File: config.mk
export PLATFORM = sky130hd
export DESIGN_NAME = axis_fifo_frame_reader
export DESIGN_NICKNAME = d
export VERILOG_FILES = /design/src/rtl/axis_fifo_frame_reader.sv
export SDC_FILE = /design/constraint.sdc
export NUM_CORES = 1
export LEC_CHECK = 0
export CORE_UTILIZATION = 51
export DETAILED_ROUTE_END_ITERATION = 6
export GPL_ROUTABILITY_DRIVEN = 0
export GPL_TIMING_DRIVEN = 0
export PLACE_DENSITY = 0.81
export SYNTH_ARGS = -nofsm -noshare
export SYNTH_HDL_FRONTEND = slang
export SYNTH_SLANG_ARGS = --single-unit
File: constraint.sdc
create_clock -name clk -period 4.7 [get_ports clk]
set_clock_uncertainty 0.2 [all_clocks]
set_input_delay 1.175 -clock clk [delete_from_list [all_inputs] [get_ports clk]]
set_output_delay 1.175 -clock clk [all_outputs]
set_load 0.02 [all_outputs]
File: src/rtl/axis_fifo_frame_reader.sv
// axis_fifo_frame_reader
//
// Read-side controller sitting directly behind the dual-bank stream FIFO.
// It waits for the FIFO to report data, requests a frame, accepts FIFO beats
// under readDataReady backpressure and re-emits them on an AXI-Stream master
// port through a 2-entry skid buffer. Frames longer than MaxBeats are cut at
// MaxBeats (the last kept beat carries tlast) and the remainder of the FIFO
// frame is drained and dropped.
//
// Ports:
//   clk, reset          clock, asynchronous active-high reset
//   enable              allow new frames to start (a running frame completes)
//   fifo_empty          FIFO empty flag
//   readReq             read request to the FIFO
//   readData/Valid/Last FIFO beat, handshaked with readDataReady
//   readDataReady       reader can accept a FIFO beat (registered)
//   m_axis_*            AXI-Stream master output
//   busy                FSM active or skid buffer holding data
//   frame_count         frames completed on the output (wraps)
//   trunc_count         frames truncated at MaxBeats (wraps)
//   beat_count          beats of the current frame accepted from the FIFO

module axis_fifo_frame_reader #(
  parameter int DataWidth = 32,
  parameter int MaxBeats  = 1024,
  parameter int CntWidth  = 16,
  localparam int BeatWidth = $clog2(MaxBeats + 1)
) (
  input  logic                 clk,
  input  logic                 reset,
  input  logic                 enable,
  input  logic                 fifo_empty,
  output logic                 readReq,
  input  logic [DataWidth-1:0] readData,
  input  logic                 readDataValid,
  output logic                 readDataReady,
  input  logic                 readDataLast,
  output logic [DataWidth-1:0] m_axis_tdata,
  output logic                 m_axis_tvalid,
  input  logic                 m_axis_tready,
  output logic                 m_axis_tlast,
  output logic                 busy,
  output logic [CntWidth-1:0]  frame_count,
  output logic [CntWidth-1:0]  trunc_count,
  output logic [BeatWidth-1:0] beat_count
);

  typedef enum logic [1:0] {
    IDLE    = 2'd0,
    ACTIVE  = 2'd1,
    DISCARD = 2'd2,
    GAP     = 2'd3
  } state_t;

  state_t                 state_reg, state_next;
  logic [BeatWidth-1:0]   beat_count_reg, beat_count_next;
  logic [CntWidth-1:0]    trunc_count_reg, trunc_count_next;
  logic [CntWidth-1:0]    frame_count_reg, frame_count_next;
  logic                   ready_reg, ready_next;
  logic                   read_req_reg, read_req_next;
  logic                   busy_reg, busy_next;

  // Skid buffer: head feeds the output port, tail catches the beat that
  // arrives while the head is stalled.
  logic [DataWidth-1:0]   head_data_reg, head_data_next;
  logic                   head_last_reg, head_last_next;
  logic [DataWidth-1:0]   tail_data_reg, tail_data_next;
  logic                   tail_last_reg, tail_last_next;
  logic [1:0]             count_reg, count_next;

  logic                   reading;
  logic                   in_fire;
  logic                   out_fire;
  logic                   push;
  logic                   push_last;
  logic [BeatWidth-1:0]   beat_inc;
  logic                   at_max;

  // Beats are only taken while a frame is being read; a stray readDataValid
  // outside ACTIVE/DISCARD is ignored.
  assign reading   = (state_reg == ACTIVE) || (state_reg == DISCARD);
  assign in_fire   = readDataValid && ready_reg && reading;
  assign out_fire  = (count_reg != 2'd0) && m_axis_tready;
  assign push      = in_fire && (state_reg == ACTIVE);
  assign beat_inc  = beat_count_reg + BeatWidth'(1);
  assign at_max    = (beat_inc == BeatWidth'(MaxBeats));
  assign push_last = readDataLast || at_max;

  // Frame control
  always_comb begin
    state_next       = state_reg;
    beat_count_next  = beat_count_reg;
    trunc_count_next = trunc_count_reg;
    case (state_reg)
      IDLE: begin
        if (enable && !fifo_empty) begin
          state_next = ACTIVE;
        end
      end
      ACTIVE: begin
        if (in_fire) begin
          beat_count_next = beat_inc;
          // A FIFO last that lands exactly on MaxBeats is a normal end.
          if (readDataLast) begin
            state_next = GAP;
          end else if (at_max) begin
            trunc_count_next = trunc_count_reg + CntWidth'(1);
            state_next       = DISCARD;
          end
        end
      end
      DISCARD: begin
        if (in_fire && readDataLast) begin
          state_next = GAP;
        end
      end
      GAP: begin
        beat_count_next = '0;
        // GAP is the single request-free bubble between frames. The IDLE
        // start condition is evaluated here as well, so a FIFO that still
        // holds data sees exactly one cycle of readReq low.
        if (enable && !fifo_empty) begin
          state_next = ACTIVE;
        end else begin
          state_next = IDLE;
        end
      end
      default: state_next = IDLE;
    endcase
  end

  // Skid buffer
  always_comb begin
    head_data_next = head_data_reg;
    head_last_next = head_last_reg;
    tail_data_next = tail_data_reg;
    tail_last_next = tail_last_reg;
    count_next     = count_reg;
    case ({push, out_fire})
      2'b10: begin
        if (count_reg == 2'd0) begin
          head_data_next = readData;
          head_last_next = push_last;
          count_next     = 2'd1;
        end else if (count_reg == 2'd1) begin
          tail_data_next = readData;
          tail_last_next = push_last;
          count_next     = 2'd2;
        end
      end
      2'b01: begin
        if (count_reg == 2'd2) begin
          head_data_next = tail_data_reg;
          head_last_next = tail_last_reg;
        end
        count_next = count_reg - 2'd1;
      end
      2'b11: begin
        // Push and pop together: occupancy unchanged, order preserved.
        if (count_reg == 2'd2) begin
          head_data_next = tail_data_reg;
          head_last_next = tail_last_reg;
          tail_data_next = readData;
          tail_last_next = push_last;
        end else begin
          head_data_next = readData;
          head_last_next = push_last;
        end
      end
      default: ;
    endcase
  end

  // Registered handshake/status outputs are computed from next-state values
  // so they line up with the state they describe.
  always_comb begin
    frame_count_next = frame_count_reg;
    if (out_fire && head_last_reg) begin
      frame_count_next = frame_count_reg + CntWidth'(1);
    end
    read_req_next = (state_next == ACTIVE) || (state_next == DISCARD);
    // Draining never pushes, so DISCARD accepts regardless of occupancy.
    ready_next    = (state_next == DISCARD) ||
                    ((state_next == ACTIVE) && (count_next <= 2'd1));
    busy_next     = (state_next != IDLE) || (count_next != 2'd0);
  end

  always_ff @(posedge clk or posedge reset) begin
    if (reset) begin
      state_reg       <= IDLE;
      beat_count_reg  <= '0;
      trunc_count_reg <= '0;
      frame_count_reg <= '0;
      ready_reg       <= 1'b0;
      read_req_reg    <= 1'b0;
      busy_reg        <= 1'b0;
      head_data_reg   <= '0;
      head_last_reg   <= 1'b0;
      tail_data_reg   <= '0;
      tail_last_reg   <= 1'b0;
      count_reg       <= 2'd0;
    end else begin
      state_reg       <= state_next;
      beat_count_reg  <= beat_count_next;
      trunc_count_reg <= trunc_count_next;
      frame_count_reg <= frame_count_next;
      ready_reg       <= ready_next;
      read_req_reg    <= read_req_next;
      busy_reg        <= busy_next;
      head_data_reg   <= head_data_next;
      head_last_reg   <= head_last_next;
      tail_data_reg   <= tail_data_next;
      tail_last_reg   <= tail_last_next;
      count_reg       <= count_next;
    end
  end

  assign readReq       = read_req_reg;
  assign readDataReady = ready_reg;
  assign m_axis_tdata  = head_data_reg;
  assign m_axis_tlast  = head_last_reg;
  assign m_axis_tvalid = (count_reg != 2'd0);
  assign busy          = busy_reg;
  assign frame_count   = frame_count_reg;
  assign trunc_count   = trunc_count_reg;
  assign beat_count    = beat_count_reg;

endmodule

==> results of run 1 <==
## logic make-up after synthesis
| family | count (synthesis) | share of synthesized area [%] |
|---|---|---|
| simple gates | 142 | 13.53 |
| flops | 116 | 54.02 |
| compound gates | 110 | 12.74 |
| buf+inv | 40 | 3.236 |
| mux | 35 | 7.311 |
| xor+xnor | 32 | 5.215 |
| fa+ha+maj | 17 | 3.958 |
## worst min-delay path by stage
stage          cells past startpoint                           to  slack (ns)
2_1_floorplan                      2     m_axis_tlast$_DFFE_PP0P_        0.27
3_3_place_gp                       1  frame_count[15]$_DFFE_PP0P_        0.26
3_5_place_dp                       1  trunc_count[15]$_DFFE_PP0P_        0.25
4_1_cts                            1  trunc_count[15]$_DFFE_PP0P_        0.28
5_1_grt                            1  frame_count[15]$_DFFE_PP0P_        0.30
6_report                           1  trunc_count[15]$_DFFE_PP0P_        0.27
## per-layer routing
metal,global-route usage (%),up-vias,routed length [um]
li1,-,2009,-
met1,31.29,2146,5275
met2,41.77,165,6547
met3,7.361,26,778
met4,8.954,0,242
met5,0,-,0
## power groups by stage
stage	clock [W]	sequential (W)	combinational [W]
detailed placement	0	0.00154	0.00152
floorplan	0	0.00172	0.000713
finish	0.00132	0.00154	0.00154
global placement	0	0.00152	0.00146
global route	0.00139	0.00158	0.00168
CTS	0.00134	0.00154	0.00155
## per-stage QoR
step	std cells	util, %	setup WS, ns	cell area [um^2]
after floorplan	492	-	0.2526	5374
after global placement	746	65.44	-1.261	6725
after detailed placement	747	65.73	0.6997	6755
after CTS	779	71.69	1.187	7368
after global routing	779	71.69	0.9053	7368
final	779	71.69	1.136	7368
## layout make-up
type                       instances  area (um^2)
fill                             760         2909
sequential                       116         2903
multi-input combinational        336         2297
timing repair buffer             119         1209
clock buffer                      19        441.7
clock inverter                    13        171.4
tap                              136        170.2
buffer                            23        110.1
inverter                          17        66.31
## critical path: cells and delay by family
family	cells	cell delay [ns]
buffers and inverters	3	1.32
and+or+nand+nor	4	0.86
adders and majority gates	1	0.29
AOI/OAI and AO/OA	1	0.15
## cell usage after synthesis, types with 2 or more instances
cell / count / area (um^2)
clkbuf_1: 15 / 56.30
mux2_2: 34 / 382.9
dfrtp_1: 116 / 2903
o31ai_1: 2 / 15.01
nor2b_1: 5 / 31.28
nand3_1: 18 / 90.09
nand4_1: 7 / 43.79
nor3_1: 7 / 35.03
o21ai_0: 24 / 120.1
nor3_4: 2 / 32.53
nand2_1: 24 / 90.09
and4_1: 3 / 26.28
buf_2: 3 / 15.01
buf_6: 2 / 22.52
a31oi_1: 2 / 12.51
inv_1: 17 / 63.81
xor2_1: 19 / 166.4
xnor2_1: 13 / 113.9
nor2_1: 54 / 202.7
ha_1: 17 / 212.7
a21oi_1: 38 / 190.2
a22oi_1: 33 / 247.7
and3_1: 8 / 50.05
nand2b_1: 2 / 12.51
==> results.tsv, run 1 <==
metric	value	unit
status	completed	
post-route-min-period	3.564	ns
crit_end	m_axis_tdata[15]$_DFFE_PP0P_	
cts.path.max_buffers	2	
cp-startpoint	readDataValid	
min-delay-start	trunc_count[15]$_DFFE_PP0P_	
reg2reg_from	state_reg[1]$_DFF_PP0_	
internal_power	0.002880	W
pwr_density_cell	598.0	nW/um^2
wl_per_cell	16.49	um
drcViolationCount	0	
pwr-share-seq	34.9	%
die_h	104.7	um
r2r_setup_slack	1.45	ns
ys_ff_latch	116	
path_cells	clkdlybuf4s50_1 > nand3_1 > ha_1 > nor2b_1 > nor3_1 > clkbuf_1 > clkbuf_1 > nor2_1 > a21oi_1	
yosysUniqueCellTypes	51	
r2r-end	m_axis_tdata[15]$_DFFE_PP0P_	
htree_num_levels	4	
postRouteAntennaNets	0	
cp_max_fo	10	
swShare	34.64	%
antenna_found_initial	0	
routed-via-count	4346	
dieArea	10950	um^2
row_count	37	
cts.sinks	116	
fp.dieW	104.7	um
routed_wl	12.84	mm
setup_viol	0	
reg2reg_depth	10	
hpwlAfterDp	8.476	mm
post_cts_buffers	0	
postCtsHoldBufs	0	
crit_top_cell	clkbuf_1	
grt_setup_unrepaired	false	
fmax	0.2806	GHz
switching_power	0.001527	W
syn2layout_area_growth	37.11	%
worstSkewPairLatency	0.53	ns
worstSetupPathType	primary input to flip-flop	
synth_nets	548	
hp-class	flip-flop to flip-flop	
diodes	0	
synth-async-reset-ratio	100.0	%
synth_warnings	0	
final_hold_viol_count	0	
worst_pin_slew	0.6838	ns
grt_max_degree	65	
pwr-share-comb	35.0	%
fin_total_pwr	0.004406	W
clockPowerShare	30.1	%
cap_violations	0	
cts-resized-gates	0	
period_share	75.84	%
drive_gt1_share	13.69	%
clkTransAtPathRegs	0.06	ns
cpPeakStageDelay	0.48	ns
cts_tree	yes	
hold_slack	0.2680	ns
drt_pre_antenna_iters	6	
yosysSeqAreaShare	54.02	%
synth_edf_count	0	
layout_commonest_cell	clkdlybuf4s50_1	
drt_iter0_drc	226	
initial_core_util	52.29	%
fin_tns_setup	0	ns
final_cell_mix	clkdlybuf4s50_1 (118), dfrtp_1 (116), nor2_1 (54)	
arrival	3.81	ns
crit_path_end_kind	flip-flop	
leakage	3.289	nW
start_kind	primary input	
first_global_vias	4403	
grt_overflow	0	
vias_per_cell	5.579	
critPathSlowestCell	clkdlybuf4s50_1	
grt_use_total	25.15	%
portBuffers	118	
peakVddDrop	0.2755	mV
core-area	10280	um^2
required	4.95	ns
fin_nets	686	
slew_headroom	54.41	%
cts_root_buffer	clkbuf_8	
synth_ff_type	dfrtp_1	
syn_avg_cell_area	10.92	um^2
drv_slew	0	
synth_cells	492	
grt_first_pass_wirelength	21.54	mm
numCtsBuffers	17	
synth_area	5374	um^2
ios	119	
No activity file was read; power rests on OpenSTA's default activity.
==> run 2: changes to the inputs <==
Settings changed: CORE_UTILIZATION 51 to 46, PLACE_DENSITY 0.81 to 0.77.
Clock period 4.7 ns to 3 ns, I/O delays scaled along.
==> run 2 against run 1 <==
Cell area grew 0.90%. Total power rose by 57%. Die area grew 11%. Core utilization is 6.6 points lower. Via count is 2.0% lower. Highest routed layer unchanged. Flip-flop and latch count unchanged. Clock power rose by 60%. Critical endpoint is now readDataReady$_DFF_PP0_. Setup slack worse by 0.92 ns. Critical path depth did not move. Clock-buffer cell count did not move. Combinational power up 57%.
==> results.tsv, run 2 (synthesized netlist as in run 1, its figures left out) <==
metric	value	unit	change
crit_top_cell	inv_1		
first_global_vias	4214		-4.3%
worstSkewPairLatency	0.40	ns	-0.13 ns
arrival	2.86	ns	-0.95 ns
post-route-min-period	2.788	ns	
fin_nets	689		+0.44%
slew_headroom	47.49	%	-6.9 points
hpwlAfterDp	8.538	mm	+0.74%
hp-class	flip-flop to flip-flop		
portBuffers	118		unchanged
crit_end	readDataReady$_DFF_PP0_		
fp.dieW	110.1	um	+5.2%
cap_violations	0		unchanged
layout_commonest_cell	clkdlybuf4s50_1		
peakVddDrop	0.6778	mV	+150%
pwr-share-comb	34.9	%	about the same
grt_use_total	21.48	%	-3.7 points
cp-startpoint	enable		
cts_tree	yes		
r2r_setup_slack	0.26	ns	-1.19 ns
internal_power	0.004575	W	+59%
core-area	11420	um^2	+11%
vias_per_cell	5.395		-3.3%
htree_num_levels	4		unchanged
crit_cells	9		unchanged
postPlaceCellArea	6778	um^2	+0.33%
required	3.08	ns	-1.87 ns
start_kind	primary input		
setup_viol	0		unchanged
crit_path_end_kind	flip-flop		
postLayoutCoreUtil	65.11	%	-6.6 points
path_cells	clkdlybuf4s50_1 > nor2b_1 > a211o_1 > or3b_2 > o221ai_1 > inv_1 > ha_1 > inv_1 > o21bai_1		
drt_iter0_drc	207		-8.4%
drcViolationCount	0		unchanged
postRouteAntennaNets	0		unchanged
cts.sinks	116		unchanged
pwr_density_cell	932.2	nW/um^2	+56%
ios	119		unchanged
fillCellCount	915		+20%
worst_pin_slew	0.7860	ns	+0.1022 ns
final_cell_mix	clkdlybuf4s50_1 (118), dfrtp_1 (116), nor2_1 (54)		
postCtsHoldBufs	0		unchanged
row_count	39		+5.4%
cts_root_buffer	clkbuf_16		
fmax	0.3587	GHz	
final_hold_viol_count	0		unchanged
fin_area	7435	um^2	+0.90%
multi_input_area	2306	um^2	+0.38%
grt_max_degree	43		-34%
pwr-share-seq	34.6	%	-0.3 points
numCtsBuffers	17		unchanged
clkTransAtPathRegs	0.05	ns	about the same
syn2layout_area_growth	38.35	%	
cpPeakStageDelay	0.46	ns	-0.02 ns
grt_first_pass_wirelength	20.00	mm	-7.2%
routed_wl	12.42	mm	-3.3%
clockPowerShare	30.5	%	+0.4 points
r2r-end	tail_data_reg[18]$_DFFE_PP0P_		
diodes	0		unchanged
wl_per_cell	15.74	um	-4.5%
crit_buf_inv	3		unchanged
regArea	2903	um^2	unchanged
switching_power	0.002355	W	+54%
reg2reg_depth	9		-1
leakage	3.342	nW	+1.6%
drv_slew	0		unchanged
swShare	33.98	%	-0.66 points
dieArea	12120	um^2	+11%
die_h	110.1	um	+5.2%
cts.path.max_buffers	2		unchanged
cp_max_fo	3		-7
routed-via-count	4257		-2.0%
hold_slack	0.2683	ns	+0.0003200 ns
antenna_found_initial	0		unchanged
critical-path-top-delay-family	compound AO/OA/AOI/OAI gates		
critPathSlowestCell	or3b_2		
fin_tns_setup	0	ns	unchanged
drt_pre_antenna_iters	5		-1
worstSetupPathType	primary input to flip-flop		
grt_setup_unrepaired	false		
initial_core_util	47.06	%	-5.2 points
fin_total_pwr	0.006930	W	+57%
period_share	92.93	%	
grt_overflow	0		unchanged
drive_gt1_share	15.63	%	+1.9 points
reg2reg_from	state_reg[1]$_DFF_PP0_		
status	completed		
==> run 2: cell count changes in the layout (fill, tap and decap cells not counted), sizes merged <==
| cell | change |
|---|---|
| clkinvlp | -1 |
| inv | +1 |
| buf | +3 |
==> run 2: layout make-up <==
cell class,instances,share of cell area [%]
Buffer,23,1.616
Inverter,17,0.9088
Timing Repair Buffer,122,16.63
Clock inverter,13,2.289
Multi-Input combinational cell,336,31.02
Tap cell,143,2.407
Clock buffer,19,6.092
Sequential cell,116,39.04
==> run 2: worst reg2reg max path, delay by kind of cell (launching register included) <==
kind                       cells  cell delay (ns)
and+or+nand+nor                1             0.19
buffers and inverters          3             0.56
muxes                          1             0.39
adders and majority gates      2             0.49
DFF                            1             0.41
AOI/OAI and AO/OA              2             0.37
==> run 2: power by group through the flow <==
stage	registers (W)	logic [W]	clock network, W
2_1_floorplan	0.00269	0.00112	0
3_3_place_gp	0.00238	0.00230	0
3_5_place_dp	0.00242	0.00240	0
4_1_cts	0.00240	0.00243	0.00216
5_1_grt	0.00246	0.00267	0.00222
6_report	0.00240	0.00242	0.00211
==> run 2: timing repair <==
item	in CTS	in global routing
endpoints found under the setup margin	60	44
endpoints found under the hold margin	0	0
buffers inserted	0	2
gates resized for setup	6	7
==> run 2: worst min-delay path by stage <==
stage | cells past startpoint | slack (ns) | from | to
floorplan | 2 | 0.27 | tail_last_reg$_DFFE_PP0P_ | m_axis_tlast$_DFFE_PP0P_
global placement | 1 | 0.26 | frame_count[15]$_DFFE_PP0P_ | frame_count[15]$_DFFE_PP0P_
detailed placement | 1 | 0.26 | frame_count[15]$_DFFE_PP0P_ | frame_count[15]$_DFFE_PP0P_
CTS | 1 | 0.27 | frame_count[15]$_DFFE_PP0P_ | frame_count[15]$_DFFE_PP0P_
global route | 1 | 0.30 | frame_count[15]$_DFFE_PP0P_ | frame_count[15]$_DFFE_PP0P_
finish | 1 | 0.27 | frame_count[15]$_DFFE_PP0P_ | frame_count[15]$_DFFE_PP0P_
==> run 2: metrics by stage <==
stage | setup WS [ns] | std cells
after global placement | -0.4435 | 753
final | 0.2120 | 789
after CTS | 0.09011 | 787
after detailed placement | -0.5554 | 755
after floorplan | 0.3885 | 492
after global routing | 0.04332 | 789
==> run 2: layer usage <==
metal  vias up  GRT usage [%]  routed length [um]
met5         -              0                   0
met4         0          8.286                 147
met3        17          5.820                 685
met2       137          35.45                6288
met1      2088          26.84                5298
li1       2015              -                   -
==> run 3: changes to the inputs <==
Settings changed: GPL_TIMING_DRIVEN 0 to unset.
==> run 3 against run 2 <==
Cell area rose by 0.17%. Maximum frequency rose by 0.59%. Combinational power rose by 2%. Worst hold slack improved by 0.0057 ns. Core utilization rose by 0.11 points. Total power fell by 0.53%. Register-to-register slack improved by 0.11 ns. Flip-flop and latch count did not move. First-iteration DRC count rose by 4.3%. Non-clock buffer count fell by 8. Cell count fell by 1.0%. Clock power fell by 4%. Critical path type is now flip-flop to output pin. Critical endpoint is now m_axis_tvalid. Largest cell class unchanged.
==> results.tsv, run 3 (synthesized netlist as in run 1, its figures left out) <==
metric	value	unit	change
status	completed		
post_cts_buffers	0		unchanged
numCtsBuffers	17		unchanged
cap_violations	0		unchanged
start_kind	flip-flop		
worstSkewPairLatency	0.41	ns	about the same
layout_commonest_cell	clkdlybuf4s50_1		
cts.path.max_buffers	2		unchanged
drt_iter0_drc	216		+4.3%
drive_gt1_share	15.36	%	-0.27 points
grt_setup_unrepaired	false		
cts-resized-gates	0		-6
internal_power	0.004630	W	+1.2%
fin_tns_setup	0	ns	unchanged
hpwlAfterDp	8.179	mm	-4.2%
initial_core_util	47.06	%	unchanged
crit_path_end_kind	output pin		
period_share	92.39	%	-0.54 points
syn2layout_area_growth	38.58	%	
routed_wl	11.92	mm	-4.0%
cts_root_buffer	clkbuf_16		
detailedPlace.worstSlack	-0.06661	ns	+0.4888 ns
worstSetupPathType	flip-flop to output pin		
clkTransAtPathRegs	0.05	ns	about the same
hp-class	flip-flop to flip-flop		
pwr-share-seq	34.8	%	+0.2 points
cts.sinks	116		unchanged
htree_num_levels	4		unchanged
pwr-share-comb	36.0	%	+1.1 points
wl_per_cell	15.26	um	-3.1%
final_hold_viol_count	0		unchanged
dieArea	12120	um^2	unchanged
drv_slew	0		unchanged
grt_use_total	20.90	%	-0.57 points
final_cell_mix	clkdlybuf4s50_1 (118), dfrtp_1 (116), nor2_1 (53)		
clockPowerShare	29.2	%	-1.3 points
die_h	110.1	um	unchanged
ios	119		unchanged
grt_first_pass_wirelength	19.20	mm	-4.0%
postCtsHoldBufs	0		unchanged
antenna_found_initial	0		unchanged
required	2.05	ns	-1.03 ns
cts_tree	yes		
postRouteAntennaNets	0		unchanged
leakage	3.329	nW	-0.38%
setup_viol	0		unchanged
setup_slack	0.2283	ns	+0.01628 ns
peakVddDrop	0.5693	mV	-16%
r2r_setup_slack	0.37	ns	+0.11 ns
cp_max_fo	3		unchanged
row_count	39		unchanged
slew_headroom	60.46	%	+13 points
grt_max_degree	117		+170%
fin_nets	681		-1.2%
fp.dieW	110.1	um	unchanged
drcViolationCount	0		unchanged
switching_power	0.002264	W	-3.9%
fmax	0.3608	GHz	+0.59%
grt_overflow	0		unchanged
routed-via-count	4203		-1.3%
first_global_vias	4099		-2.7%
core-area	11420	um^2	unchanged
portBuffers	118		unchanged
diodes	0		unchanged
arrival	1.82	ns	-1.04 ns
drt_pre_antenna_iters	5		unchanged
pwr_density_cell	925.7	nW/um^2	-0.70%
post-route-min-period	2.772	ns	-0.01628 ns
vias_per_cell	5.382		-0.26%
swShare	32.83	%	-1.1 points
fillCellCount	905		-1.1%
worst_pin_slew	0.5931	ns	-0.1929 ns
[run 3: cell types whose count changed in the layout (fill, tap and decap cells not counted), moves of 2 or more]
cell | previous run | this run
buf_6 | 2 | 0
buf_2 | 3 | 0
buf_4 | 3 | 14
clkbuf_2 | 9 | 0
clkinv_2 | 1 | 3
inv_6 | 5 | 0
buf_12 | 2 | 5
clkbuf_1 | 7 | 4
[run 3: final cells by class]
| type | count | area [um^2] | share of cell area, % |
|---|---|---|---|
| inverters | 17 | 67.56 | 0.9073 |
| clock buffers | 23 | 467.9 | 6.284 |
| repair buffers | 137 | 1386 | 18.62 |
| flip-flops and latches | 116 | 2903 | 38.98 |
| well taps | 143 | 178.9 | 2.403 |
| multi-input cells | 336 | 2316 | 31.10 |
| clock inverters | 9 | 127.6 | 1.714 |
[run 3: routing by layer]
layer,part of all wire (%),vias to the layer above,track usage (%)
met1,43,2069,25.74
met5,0,-,0
met3,5.9,15,6.467
met4,1.4,0,8.667
li1,-,2007,-
met2,49,112,34.06
[run 3: path summary, 6_finish.rpt]
path	start	endpoint	depth (start not counted)
max in group asynchronous	reset	tail_data_reg[25]$_DFFE_PP0P_	3
min in group asynchronous	reset	frame_count[10]$_DFFE_PP0P_	3
worst min-delay path	trunc_count[15]$_DFFE_PP0P_	trunc_count[15]$_DFFE_PP0P_	1
worst max register to register	beat_count[0]$_DFFE_PP0P_	readDataReady$_DFF_PP0_	10
worst max-delay path	count_reg[0]$_DFF_PP0_	m_axis_tvalid	4
worst min register to register	trunc_count[15]$_DFFE_PP0P_	trunc_count[15]$_DFFE_PP0P_	1
[run 3: worst max-delay path: stages (launching register included)]
cell and delay [ns]:
dfrtp_1 0.37, inv_1 0.08, ha_1 0.23, inv_1 0.10, clkdlybuf4s50_1 0.64
[run 3: through the flow]
step | hold WS [ns] | std cells | total power [W] | cell area, um^2 | utilization, %
final | 0.2740 | 781 | 0.006894 | 7447 | 65.22
after global routing | 0.2928 | 781 | 0.007332 | 7447 | 65.22
after CTS | 0.2772 | 781 | 0.006958 | 7447 | 65.22
after detailed placement | 0.2637 | 749 | 0.004909 | 6852 | 60.00
after global placement | 0.2573 | 749 | 0.004773 | 6852 | 60.00
after floorplan | 0.2714 | 492 | 0.003810 | 5378 | -
[run 3: power groups by stage]
stage	sequential [W]	combinational (W)	clock, W
floorplan	0.00269	0.00112	0
global route	0.00247	0.00274	0.00212
global placement	0.00238	0.00239	0
finish	0.00240	0.00248	0.00202
detailed placement	0.00242	0.00249	0
CTS	0.00240	0.00250	0.00205
